--- config.mk ---
export PLATFORM = sky130hd
export DESIGN_NAME = fetch_queue
export DESIGN_NICKNAME = d
export VERILOG_FILES = /design/src/rtl/fetch_queue.sv
export SDC_FILE = /design/constraint.sdc
export NUM_CORES = 1
export LEC_CHECK = 0
export CORE_MARGIN = 5
export CORE_UTILIZATION = 40
export CTS_BUF_LIST = sky130_fd_sc_hd__clkbuf_2 sky130_fd_sc_hd__clkbuf_4 sky130_fd_sc_hd__clkbuf_8
export DETAILED_ROUTE_END_ITERATION = 6
export SETUP_SLACK_MARGIN = 0.4
export SYNTH_ARGS = -nofsm -noshare
export SYNTH_HDL_FRONTEND = slang
export SYNTH_SLANG_ARGS = --single-unit
--- constraint.sdc ---
create_clock -name CLK -period 7.6 [get_ports CLK]
set_clock_uncertainty 0.05 [all_clocks]
set_input_delay 1.52 -clock CLK [delete_from_list [all_inputs] [get_ports CLK]]
set_output_delay 1.52 -clock CLK [all_outputs]
set_load 0.01 [all_outputs]
--- src/rtl/fetch_queue.sv ---
// Instruction-fetch front end: PC register, I-cache read request and a DEPTH-entry {instr, pc4} FIFO.
// Optional same-cycle bypass of an empty FIFO is enabled by defining FETCH_QUEUE_BYPASS_EN.
module fetch_queue #(
    parameter logic [31:0] PC_INIT = 32'h0000_0000,
    parameter int unsigned DEPTH   = 4
) (
    input  logic                         CLK,
    input  logic                         nRST,
    input  logic                         ihit,
    input  logic [31:0]                  imemload,
    output logic                         imemREN,
    output logic [31:0]                  imemaddr,
    input  logic                         redirect,
    input  logic [31:0]                  redirect_pc,
    input  logic                         halt,
    input  logic                         deq_ready,
    output logic                         deq_valid,
    output logic [31:0]                  deq_instr,
    output logic [31:0]                  deq_pc4,
    output logic [$clog2(DEPTH+1)-1:0]   count
);

    localparam int unsigned PW = $clog2(DEPTH);
    localparam int unsigned CW = $clog2(DEPTH + 1);

    logic [31:0]   pc_q, pc_d;
    logic          halted_q, halted_d;
    logic [PW-1:0] head_q, head_d, tail_q, tail_d;
    logic [CW-1:0] count_q, count_d;
    logic [31:0]   instr_mem_q [DEPTH];
    logic [31:0]   pc4_mem_q   [DEPTH];

    logic [31:0] pc_plus4;
    logic        fifo_valid, full, enq, wr, pop;
    logic [31:0] fifo_instr, fifo_pc4;

    assign pc_plus4   = pc_q + 32'd4;
    assign fifo_valid = (count_q != '0);
    assign full       = (count_q == CW'(DEPTH));
    assign imemREN    = !halted_q && !redirect && !full;
    assign enq        = imemREN && ihit;
    assign pop        = fifo_valid && deq_ready;
    assign fifo_instr = fifo_valid ? instr_mem_q[head_q] : '0;
    assign fifo_pc4   = fifo_valid ? pc4_mem_q[head_q]   : '0;

`ifdef FETCH_QUEUE_BYPASS_EN
    logic bypass;

    // A word arriving at an empty FIFO is shown directly; it is stored only if not taken.
    assign bypass    = enq && !fifo_valid;
    assign wr        = enq && !(bypass && deq_ready);
    assign deq_valid = fifo_valid || bypass;
    assign deq_instr = bypass ? imemload : fifo_instr;
    assign deq_pc4   = bypass ? pc_plus4 : fifo_pc4;
`else
    assign wr        = enq;
    assign deq_valid = fifo_valid;
    assign deq_instr = fifo_instr;
    assign deq_pc4   = fifo_pc4;
`endif

    assign imemaddr = pc_q;
    assign count    = count_q;

    always_comb begin
        pc_d     = pc_q;
        halted_d = halted_q | halt;
        head_d   = head_q;
        tail_d   = tail_q;
        count_d  = count_q;
        if (redirect) begin
            pc_d    = redirect_pc;
            head_d  = '0;
            tail_d  = '0;
            count_d = '0;
        end else begin
            if (enq) pc_d = pc_plus4;
            if (wr)  tail_d = tail_q + PW'(1);
            if (pop) head_d = head_q + PW'(1);
            count_d = count_q + CW'(wr) - CW'(pop);
        end
    end

    always_ff @(posedge CLK or negedge nRST) begin
        if (!nRST) begin
            pc_q     <= PC_INIT;
            halted_q <= 1'b0;
            head_q   <= '0;
            tail_q   <= '0;
            count_q  <= '0;
        end else begin
            pc_q     <= pc_d;
            halted_q <= halted_d;
            head_q   <= head_d;
            tail_q   <= tail_d;
            count_q  <= count_d;
        end
    end

    // Storage needs no reset: unoccupied slots are never presented.
    always_ff @(posedge CLK) begin
        if (wr) begin
            instr_mem_q[tail_q] <= imemload;
            pc4_mem_q[tail_q]   <= pc_plus4;
        end
    end

endmodule

==> results.cfg <==
[power_and_ir_drop]
combPwrFrac = 0.258
switching_share = 0.270
pwr-share-seq = 0.448
irDropWorstVdd_mv = 0.118
total_power_uw = 4330
p_leak_uw = 0.00497
powerDensity_nw_per_um2 = 283
p_switching_uw = 1170
clockPowerShare = 0.294
p_int_uw = 3160

[final_layout]
finish.net_count = 973
syn2layout_area_growth_pct = 23.7
multiInputGateArea_um2 = 3470
final_cells = 1325
drive_above_1_share = 0.173
nFillCells = 2590
register_area_um2 = 8700
n_antenna_cell = 0

[yosys]
yosys_most_used_dff = edfxtp_1
synth_top_area_share = 0.621
yosysUniqueCellTypes = 41
yosysWarnings = 0
yosysTopAreaCell = edfxtp_1
syn_inst = 714
async_flop_share = 0.135
syn-num-nets = 792
syn_avg_cell_area_um2 = 17.3
synthTopCellsByArea = edfxtp_1 62%, mux4_2 12%, dfrtp_1 8.1%
yosys_register_bits = 296
synth_most_common_cell = edfxtp_1
synth_enable_flop_cells = 256
syn-cell-area_um2 = 12400
yosysSeqAreaShare = 0.702
netlist_top_cells_count = 256 x edfxtp_1, 70 x and2_1, 64 x mux4_2

[timing]
final.setup.tns_ns = 0
hold_viol = 0
period_needed_ns = 4.99
fin_crit_sh = 0.656
rsz0062_at_grt = no
drv_slew = 0
setup_violations = 0
fmax_mhz = 201
worst_pin_slew_ns = 1.03
slew-limit-headroom = 0.312

[clocking]
post_cts_resized = 0
cts_buffer_depth = 3
clk_latency_ns = 0.55
cts_buffers = 49
cts.sinks = 296
cts_tree = built
post_cts_buffers = 0
clockRootBuffer = clkbuf_8
cts_hold_buf = 0
clk_pin_slew_ns = 0.06
htreeDepth = 2

[floorplan]
die_area_um2 = 34600
core_um2 = 30600
io_pins = 171
placementRows = 64
die-height_um = 186
floorplan.initialDensity = 0.405
fp.dieW_um = 186

[drt]
wirelength_mm = 27.4
vias_per_cell = 5.06
antenna_left = 0
initialDrtViolationCount = 391
wl_per_cell_um = 20.7
drtPass1Iterations = 5
drc_errors = 0
vias = 6704

[global_routing]
grt_overflow_total = 0
antenna_found_initial = 0
grt_pass1_wl_mm = 42.9
grt_usage = 0.161
grt_max_degree = 72
grt_pass1_vias = 7223

[worst_hold_path]
hold_path_class = reg2reg

[setup_path]
critPathMaxStageDelay_ns = 1.11
crit_type = reg2out
slowest_stage = dfrtp_4
critPathRequiredTime_ns = 6.03
cp_num_buf_inv = 2
cp-start-kind = flip-flop
cp_cell_sequence = buf_4, mux4_2, and2_1, clkdlybuf4s50_1
end_kind = output pin
crit_family = flip-flops
crit_arrival_ns = 3.42
crit_fanout = 49

[status]
status = finished, final reports clean

[job]
maxCapViolations = 0

[placed_design]
gp_congestion = 0.761
io_buffers = 170
dp.cells = 1240
dp_hpwl_mm = 16.6
## layout by cell type (no fill, tap or decap), types with 15 or more instances in the layout
master,count
edfxtp_1,256
nand3_1,20
nand2_1,43
clkinv_1,15
clkdlybuf4s50_1,168
dfrtp_1,38
and2_1,66
mux4_2,64
clkbuf_8,51
xor2_1,30
xnor2_1,30
o21ai_0,29
## final timing paths
path | from | to | slack (ns) | cells after the start
min in group asynchronous | nRST | imemaddr[23] | 1.09 | 1
min reg2reg | imemaddr[1] | pc4_mem_q[2][1] | 0.51 | 0
max | head_q[0] | deq_instr[5] | 2.61 | 4
max in group asynchronous | nRST | head_q[1] | 5.68 | 1
min | imemaddr[1] | pc4_mem_q[2][1] | 0.51 | 0
max reg2reg | count[1] | count[2] | 4.46 | 10
## state kept, by name, summed over array words and instances, names as in the netlist
| name | cells |
|---|---|
| count | 3 |
| halted_q | 1 |
| head_q | 2 |
| imemaddr | 32 |
| instr_mem_q | 128 |
| pc4_mem_q | 128 |
| tail_q | 2 |
## stage by stage
step           hold slack, ns   util  cell area [µm²]  setup WS [ns]
3_3_place_gp            0.480  0.471            14400           3.08
6_report                0.507  0.500            15300           2.61
2_1_floorplan           0.430      -            12400           3.26
4_1_cts                 0.494  0.500            15300           2.43
3_5_place_dp            0.487  0.471            14400           3.04
5_1_grt                 0.523  0.500            15300           2.28
## cell type report
cell class / instances / share of cell area
Tap cell: 396 / 0.0324
Clock buffer: 65 / 0.0527
Clock inverter: 20 / 0.00548
Sequential cell: 296 / 0.568
Multi-Input combinational cell: 367 / 0.227
Timing Repair Buffer: 174 / 0.113
Inverter: 7 / 0.00172
## layer usage
layer  track usage  routed length [µm]  up-vias
met4        0.0347                 370        0
met3        0.0406                1960       36
li1              -                   -     3091
met5             0                   0        -
met1         0.229               12100     3360
met2         0.255               12900      217
## logic make-up (layout without fill, tap and decap cells)
logic type / after synthesis / after routing / synth area share
compound gates: 31 / 31 / 0.0129
mux: 68 / 68 / 0.120
simple gates: 200 / 200 / 0.0954
buf+inv: 51 / 266 / 0.0185
xor+xnor: 60 / 60 / 0.0425
fa+ha+maj: 8 / 8 / 0.00870
flops: 296 / 296 / 0.702
## power groups by stage
stage	registers [µW]	logic, µW	clock network [µW]
3_5_place_dp	1980	1150	0
2_1_floorplan	1870	654	0
4_1_cts	1950	1150	1320
3_3_place_gp	1980	1140	0
5_1_grt	1960	1220	1400
6_report	1940	1120	1270
## worst reg2reg max path: stages, from the launching register on
cell	delay, ns
dfrtp_1	0.45
or3_2	0.78
buf_4	0.38
and2_1	0.25
ha_1	0.29
inv_1	0.05
ha_1	0.13
inv_1	0.04
fa_1	0.37
xnor2_1	0.16
nor2_1	0.05
Note: power is estimated with default switching activity, not from simulation.
